$ cat src/rtl/spislave.sv
// SPI mode-0 target on the 6801 peripheral bus. External SPI pins are oversampled
// by clk through two-flop synchronizers; bytes are exchanged via DATA/STATUS/CTRL/DUMMY.
module spislave #(
  parameter int         AW        = 2,
  parameter logic [7:0] DUMMY_RST = 8'hFF
) (
  input  logic          clk,
  input  logic          rst,
  output logic          irq,
  input  logic [AW-1:0] AD,
  input  logic [7:0]    DI,
  output logic [7:0]    DO,
  input  logic          rw,
  input  logic          cs,
  input  logic          spi_cs_n,
  input  logic          spi_sck,
  input  logic          spi_mosi,
  output logic          spi_miso,
  output logic          spi_miso_oe
);

  typedef enum logic [1:0] {
    ST_IDLE,
    ST_LOAD,
    ST_SHIFT,
    ST_RELOAD
  } state_t;

  state_t     state_reg;
  logic [2:0] pin_vec;
  logic [2:0] meta_reg;
  logic [2:0] sync_reg;
  logic       cs_n_prev_reg;
  logic       sck_prev_reg;
  logic       cs_n_sync;
  logic       sck_sync;
  logic       mosi_sync;
  logic       cs_fall;
  logic       sck_rise;
  logic       sck_fall;

  logic [7:0] rxbuf_reg;
  logic [7:0] txhold_reg;
  logic [7:0] dummy_reg;
  logic [7:0] txshift_reg;
  logic [7:0] rxshift_reg;
  logic [2:0] bitcnt_reg;
  logic       rxf_reg;
  logic       txe_reg;
  logic       ovr_reg;
  logic       und_reg;
  logic       rxie_reg;
  logic       txie_reg;
  logic       errie_reg;
  logic       en_reg;

  logic       sel_data;
  logic       sel_stat;
  logic       sel_ctrl;
  logic       sel_dummy;
  logic       data_rd;
  logic       data_wr;
  logic       stat_wr;
  logic       ctrl_wr;
  logic       dummy_wr;
  logic       abort;
  logic       load_now;
  logic [7:0] load_data;
  logic [7:0] rx_byte;
  logic       byte_done;
  logic       rx_store;
  logic       ovr_set;

  // Synchronizers reset to "selected" so a cs_n held low across reset never
  // looks like a fresh falling edge; a new transfer needs cs_n high first.
  assign pin_vec = {spi_mosi, spi_sck, spi_cs_n};

  always_ff @(posedge clk) begin
    if (rst) begin
      meta_reg      <= 3'b000;
      sync_reg      <= 3'b000;
      cs_n_prev_reg <= 1'b0;
      sck_prev_reg  <= 1'b0;
    end else begin
      meta_reg      <= pin_vec;
      sync_reg      <= meta_reg;
      cs_n_prev_reg <= sync_reg[0];
      sck_prev_reg  <= sync_reg[1];
    end
  end

  assign cs_n_sync = sync_reg[0];
  assign sck_sync  = sync_reg[1];
  assign mosi_sync = sync_reg[2];
  assign cs_fall   = cs_n_prev_reg & ~cs_n_sync;
  assign sck_rise  = sck_sync & ~sck_prev_reg;
  assign sck_fall  = ~sck_sync & sck_prev_reg;

  assign sel_data  = (AD == AW'(0));
  assign sel_stat  = (AD == AW'(1));
  assign sel_ctrl  = (AD == AW'(2));
  assign sel_dummy = (AD == AW'(3));
  assign data_rd   = cs & rw & sel_data;
  assign data_wr   = cs & ~rw & sel_data;
  assign stat_wr   = cs & ~rw & sel_stat;
  assign ctrl_wr   = cs & ~rw & sel_ctrl;
  assign dummy_wr  = cs & ~rw & sel_dummy;

  assign abort     = cs_n_sync | ~en_reg;
  assign load_now  = ~abort & ((state_reg == ST_LOAD) ||
                               ((state_reg == ST_RELOAD) && sck_fall));
  assign load_data = txe_reg ? dummy_reg : txhold_reg;
  assign rx_byte   = {rxshift_reg[6:0], mosi_sync};
  assign byte_done = ~abort && (state_reg == ST_SHIFT) && sck_rise && (bitcnt_reg == 3'd7);
  // A DATA read in the same cycle frees RXBUF, so the new byte is taken without overrun.
  assign rx_store  = byte_done & (~rxf_reg | data_rd);
  assign ovr_set   = byte_done & rxf_reg & ~data_rd;

  always_ff @(posedge clk) begin
    if (rst) begin
      state_reg   <= ST_IDLE;
      rxbuf_reg   <= 8'h00;
      txhold_reg  <= 8'h00;
      dummy_reg   <= DUMMY_RST;
      txshift_reg <= 8'h00;
      rxshift_reg <= 8'h00;
      bitcnt_reg  <= 3'd0;
      rxf_reg     <= 1'b0;
      txe_reg     <= 1'b1;
      ovr_reg     <= 1'b0;
      und_reg     <= 1'b0;
      rxie_reg    <= 1'b0;
      txie_reg    <= 1'b0;
      errie_reg   <= 1'b0;
      en_reg      <= 1'b0;
      spi_miso    <= 1'b0;
      spi_miso_oe <= 1'b0;
    end else begin
      if (ctrl_wr) begin
        en_reg    <= DI[7];
        errie_reg <= DI[2];
        txie_reg  <= DI[1];
        rxie_reg  <= DI[0];
      end
      if (dummy_wr) begin
        dummy_reg <= DI;
      end

      // A CPU write always leaves a fresh byte pending, even if a load happens now.
      if (data_wr) begin
        txhold_reg <= DI;
        txe_reg    <= 1'b0;
      end else if (load_now && !txe_reg) begin
        txe_reg <= 1'b1;
      end

      if (load_now && txe_reg) begin
        und_reg <= 1'b1;
      end else if (stat_wr && DI[3]) begin
        und_reg <= 1'b0;
      end

      if (ovr_set) begin
        ovr_reg <= 1'b1;
      end else if (stat_wr && DI[2]) begin
        ovr_reg <= 1'b0;
      end

      if (rx_store) begin
        rxbuf_reg <= rx_byte;
        rxf_reg   <= 1'b1;
      end else if (data_rd) begin
        rxf_reg <= 1'b0;
      end

      if ((state_reg != ST_IDLE) && abort) begin
        state_reg   <= ST_IDLE;
        bitcnt_reg  <= 3'd0;
        spi_miso    <= 1'b0;
        spi_miso_oe <= 1'b0;
      end else begin
        case (state_reg)
          ST_IDLE: begin
            spi_miso_oe <= 1'b0;
            if (cs_fall && en_reg) begin
              state_reg <= ST_LOAD;
            end
          end
          ST_LOAD: begin
            txshift_reg <= load_data;
            spi_miso    <= load_data[7];
            spi_miso_oe <= 1'b1;
            bitcnt_reg  <= 3'd0;
            state_reg   <= ST_SHIFT;
          end
          ST_SHIFT: begin
            if (sck_rise) begin
              rxshift_reg <= rx_byte;
              if (bitcnt_reg == 3'd7) begin
                bitcnt_reg <= 3'd0;
                state_reg  <= ST_RELOAD;
              end else begin
                bitcnt_reg <= bitcnt_reg + 3'd1;
              end
            end else if (sck_fall) begin
              txshift_reg <= {txshift_reg[6:0], 1'b0};
              spi_miso    <= txshift_reg[6];
            end
          end
          ST_RELOAD: begin
            // The falling edge after bit 7 presents the next byte's MSB.
            if (sck_fall) begin
              txshift_reg <= load_data;
              spi_miso    <= load_data[7];
              bitcnt_reg  <= 3'd0;
              state_reg   <= ST_SHIFT;
            end
          end
          default: begin
            state_reg <= ST_IDLE;
          end
        endcase
      end
    end
  end

  always_comb begin
    DO = 8'h00;
    if (cs) begin
      if (sel_data) begin
        DO = rxbuf_reg;
      end else if (sel_stat) begin
        DO = {3'b000, ~cs_n_sync, und_reg, ovr_reg, txe_reg, rxf_reg};
      end else if (sel_ctrl) begin
        DO = {en_reg, 4'b0000, errie_reg, txie_reg, rxie_reg};
      end else if (sel_dummy) begin
        DO = dummy_reg;
      end
    end
  end

  assign irq = (rxf_reg & rxie_reg) | (txe_reg & txie_reg) | ((ovr_reg | und_reg) & errie_reg);

endmodule

$ cat config.mk
export PLATFORM = sky130hd
export DESIGN_NAME = spislave
export DESIGN_NICKNAME = d
export VERILOG_FILES = /design/src/rtl/spislave.sv
export SDC_FILE = /design/constraint.sdc
export NUM_CORES = 1
export LEC_CHECK = 0
export ABC_AREA = 1
export CAP_MARGIN = 20
export CORE_AREA = 2 2 109 111
export CTS_BUF_LIST = sky130_fd_sc_hd__clkbuf_8
export DETAILED_ROUTE_END_ITERATION = 12
export DIE_AREA = 0 0 111 113
export PLACE_DENSITY = 0.37
export SLEW_MARGIN = 40
export SYNTH_ARGS = -nofsm -noshare
export SYNTH_HDL_FRONTEND = slang
export SYNTH_SLANG_ARGS = --single-unit
$ cat constraint.sdc
create_clock -name clk -period 2.37 [get_ports clk]
set_input_delay 0.474 -clock clk [delete_from_list [all_inputs] [get_ports clk]]
set_output_delay 0.474 -clock clk [all_outputs]
set_load 0.05 [all_outputs]
==> results of run 1 <==
where the power goes:
part           total (µW)  leakage [µW]  switching, µW  internal, µW
combinational         563      0.000845            361           202
sequential           1140      0.000495           49.7          1090
clock                 895      0.000109            412           483
total                2590       0.00145            822          1770
Yosys cell counts (all sizes together):
cell	count
o221ai	4
inv	52
o211ai	8
a21oi	24
dfxtp	61
a211oi	1
nand2	75
ha	2
buf	5
clkbuf	7
nor2	76
nand3	7
o21ai	52
nand4	8
through the flow:
step / utilization / cell area, µm²
finish: 0.314 / 3540
global route: 0.314 / 3540
CTS: 0.312 / 3510
detailed placement: 0.294 / 3320
global placement: 0.294 / 3320
floorplan: - / 2760
final cells by class:
cell class                 count  area, µm²  share of cell area
timing repair buffer          38        445               0.126
tap                          143        179              0.0506
inverter                      52        198              0.0559
clock inverter                 3       11.3             0.00318
sequential                    61       1220               0.345
clock buffer                  13        179              0.0506
multi-input combinational    258       1300               0.369
worst paths after layout:
kind | start | end | slack (ns)
max | AD[1] | DO[4] | 0.09
min reg2reg | meta_reg[0] | sync_reg[0] | 0.40
min | meta_reg[0] | sync_reg[0] | 0.40
max reg2reg | bitcnt_reg[0] | rxbuf_reg[4] | 0.83
layer usage:
| layer | global-route usage | vias up | routed length, µm |
|---|---|---|---|
| met1 | 0.162 | 1111 | 3630 |
| li1 | - | 1299 | - |
| met2 | 0.199 | 29 | 3330 |
| met5 | 0 | - | 0 |
| met4 | 0.0650 | 0 | 170 |
| met3 | 0.0311 | 14 | 223 |
kinds of logic (layout without fill, tap and decap cells):
family	Yosys count	in the layout	share of synthesized area
AND/OR/NAND/NOR	166	167	0.276
AO/OA/AOI/OAI	89	89	0.176
buffers and inverters	64	106	0.0953
flip-flops	61	61	0.443
adder cells (fa/ha/maj)	2	2	0.00907
worst register-to-register path: cells and delay by family, from the launching register on:
kind | cells | cell delay (ns)
and+or+nand+nor | 4 | 0.57
adders and majority gates | 2 | 0.56
DFF | 1 | 0.35
cells in the final DEF, fill, tap and decap left out, drive strengths merged:
cell type / synthesis / routed
a211oi: 1 / 1
a21oi: 24 / 24
buf: 5 / 20
clkbuf: 7 / 13
clkdlybuf4s50: 0 / 17
dfxtp: 61 / 61
dlymetal6s2s: 0 / 1
ha: 2 / 2
inv: 52 / 55
nand2: 75 / 75
nand3: 7 / 7
nand4: 8 / 8
nor2: 76 / 77
o211ai: 8 / 8
o21ai: 52 / 52
o221ai: 4 / 4
what timing repair did:
item | 4_1_cts | 5_1_grt
gates resized for setup | 1 | 6
pin swaps | 0 | 2
endpoints found under the setup margin | 1 | 8
cloned | 0 | 1
==> impl_metrics.toml, run 1 <==
[grt]
grt_max_degree = 44
grt_pass1_vias = 2357
overflow = 0
grt_usage = 0.126
grt_pass1_wl_um = 12200
antenna_found_initial = 0

[logic_synthesis]
yosys-top-cells-area = "dfxtp_1, o21ai_0, nand2_1"
yosysUniqueCellTypes = 25
synth_top_cell_by_area = "dfxtp_1"
yosysTopAreaCellShare = 0.443
synth_seq_cells = 61
synth_cells = 382
synth_area_mm2 = 0.00276
syn_area_per_cell_um2 = 7.22
ys_warn_count = 0
synth_fp_nets = 401
yosysSeqAreaShare = 0.443

[clocking]
cts_inserted_buffers = 9
insertion_delay_ns = 0.35
cts.sinks = 61
cts-hold-fix-buffers = 0
root_buffer = "clkbuf_8"
clock_tree.buffer_depth = 2
cts_tree = "built"
cts.reportedPaths.clkPinSlew_ns = 0.06
post_cts_buffers = 0
htreeDepth = 3

[finish]
drive_gt1_frac = 0.153
diodes = 0
final.fill_count = 1230
area_delta_synth_final_pct = 28.3
nNetsFinal = 439
layout.cells.non_filler = 568

[placed_design]
gp_congestion = 0.751
post-place-cells = 551
port_buffers = 27
place_hpwl_um = 5400
dp_slack_ns = -0.00992

[sta]
setup_viol = 0
slew_headroom = 0.665
fin_ws_ns = 0.0894
max_freq_ghz = 0.438
hold_slack_ns = 0.402
slew_violations = 0
tightest_slew_ns = 0.500
min_period_ns = 2.28
setup_tns_ns = 0
period_share = 0.962
hold_viol = 0
clock_skew_ns = 0.0106
rsz0062_at_grt = "no"

[floorplanning]
io_pins = 28
die-area_mm2 = 0.0125
num_rows = 39
core_mm2 = 0.0113
die_y_um = 113
die_w_um = 111
start_util = 0.245

[run_status]
outcome = "completed"

[power_and_ir_drop]
power_uw = 2590
ir_worst_vdd_uv = 247
leakage_uw = 0.00145
powerDensity_mw_per_mm2 = 734

[setup_path]
required_ns = 1.90
worstSetupStartpointType = "input port"
path_common_cell = "inv_1"
crit_family = "buffers and inverters"
cp_max_fo = 4
crit_cells = 6
cpMaxStageDelayCell = "clkdlybuf4s50_1"
cp_num_buf_inv = 4
path_cells = "clkdlybuf4s50_1, inv_1, nand2_1, inv_1, a211oi_2, buf_12"
arrival_ns = 1.81
path_class = "in2out"
cp-end-kind = "primary output"
cp_slowest_stage_delay_ns = 0.53
r2r_cells = 6

[route]
vias = 2453
totalWireLength_um = 7350
wl_per_cell_um = 12.9
drtIter0Drc = 133
viasPerCell = 4.32
drc = 0
antenna_left = 0
drt_first_pass_iters = 4

[min_path]
min_path_cells = 2
hp-class = "reg2reg"

[job]
maxCapViolations = 0
Note: power is estimated with default switching activity, not from simulation.
==> run 2: changes to the inputs <==
PLACE_DENSITY = not set   (was 0.37)
==> impl_metrics.toml, run 2 (same netlist as run 1, synthesis figures left out) <==
[run_status]
outcome = "completed"

[sta]
setup_viol = 0
period_share = 0.952
min_period_ns = 2.26
slew_violations = 0
tightest_slew_ns = 0.519
slew_headroom = 0.653
hold_viol = 0
max_freq_ghz = 0.443
clock_skew_ns = 0.0144
hold_slack_ns = 0.403

[route]
drc = 0
antenna_left = 0
vias = 2455
drt_first_pass_iters = 4
top_layer = "met4"
met2WireLength_um = 3060
drtIter0Drc = 148
wl_met1_um = 3190
wl_met3_um = 290
viasPerCell = 4.35
totalWireLength_um = 6600
wl_per_cell_um = 11.7

[floorplanning]
start_util = 0.245
die-area_mm2 = 0.0125
core_mm2 = 0.0113
num_rows = 39
die_w_um = 111
io_pins = 28
die_y_um = 113

[grt]
antenna_found_initial = 0
overflow = 0
grt_pass1_wl_um = 11300
grt_max_degree = 44
grt_pass1_vias = 2337
grt_usage = 0.112

[finish]
nNetsFinal = 435
final_area_mm2 = 0.00350
diodes = 0
area_delta_synth_final_pct = 27.0
drive_gt1_frac = 0.150
layout_common_cells = "nand2_1, nor2_1, dfxtp_1"

[setup_path]
worstSetupStartpointType = "input port"
required_ns = 1.90
arrival_ns = 1.78
cp-end-kind = "primary output"
cp_max_fo = 6
path_class = "in2out"

[placed_design]
place_hpwl_um = 4760
gp_congestion = 0.859
port_buffers = 27
post_dp_cell_area_mm2 = 0.00327

[job]
maxCapViolations = 0

[power_and_ir_drop]
ir_worst_vdd_uv = 237
powerDensity_mw_per_mm2 = 748
p_sw_uw = 847
clockPowerShare = 0.354
combinationalPowerShare = 0.211
switching_share = 0.323
p_int_uw = 1770
leakage_uw = 0.00142
seqPwrFrac = 0.435

[clocking]
insertion_delay_ns = 0.34
cts_tree = "built"
root_buffer = "clkbuf_8"
htreeDepth = 3
clock_tree.buffer_depth = 2
cts.sinks = 61
cts_inserted_buffers = 9
cts.reportedPaths.clkPinSlew_ns = 0.07

[min_path]
hp-class = "reg2reg"
run 2: changes by cell type in the layout (fill, tap and decap cells not counted), sizes merged:
cell    previous run  this run
inv               55        53
clkbuf            13         9
bufinv             0         1
clkinv             0         5
buf               20        16
run 2: repair_timing:
action                                  CTS  global route
hold buffers                              0             0
buffers inserted                          0             1
endpoints found under the hold margin     0             0
endpoints found under the setup margin    0             5
gates resized for setup                   0             9
run 2: layout make-up:
class | instances | area [µm²]
fill | 1213 | 7770
multi-input combinational | 258 | 1300
sequential | 61 | 1220
timing repair buffer | 34 | 410
inverter | 52 | 198
tap | 143 | 179
clock buffer | 9 | 124
clock inverter | 7 | 75.1
run 2: path summary, 6_finish.rpt:
path            startpoint            to  slack (ns)  cells after the start
min reg2reg    meta_reg[1]   sync_reg[1]        0.40                      2
max reg2reg  bitcnt_reg[0]  rxbuf_reg[5]        0.85                      6
max                  AD[0]         DO[2]        0.11                      6
min            meta_reg[1]   sync_reg[1]        0.40                      2
run 2: worst max-delay path, stage by stage:
cell and delay [ns]:
clkdlybuf4s50_1 0.44, buf_6 0.15, nor2_2 0.22, nand2_1 0.11
a21oi_2 0.21, buf_12 0.16
run 2: through the flow:
| step | TNS [ns] | cells | total power [µW] | setup WS, ns | utilization |
|---|---|---|---|---|---|
| after floorplan | 0 | 382 | 1540 | 0.188 | - |
| after global placement | 0 | 546 | 1700 | 0.0445 | 0.290 |
| after detailed placement | 0 | 546 | 1710 | 0.0354 | 0.290 |
| after CTS | 0 | 562 | 2640 | 0.0227 | 0.308 |
| after global routing | -0.00364 | 564 | 2780 | -0.00364 | 0.311 |
| final | 0 | 564 | 2620 | 0.115 | 0.311 |
run 2: power groups by stage:
stage          Combinational (µW)  Clock [µW]  Sequential [µW]
4_1_cts                       550         954             1140
6_report                      553         928             1140
3_3_place_gp                  544           0             1160
3_5_place_dp                  547           0             1160
2_1_floorplan                 339           0             1200
5_1_grt                       622        1010             1150
run 2: per-layer routing:
layer,track usage,up-vias
met4,0.0308,0
met5,0,-
met3,0.0418,5
met1,0.139,1113
met2,0.183,43
li1,-,1294
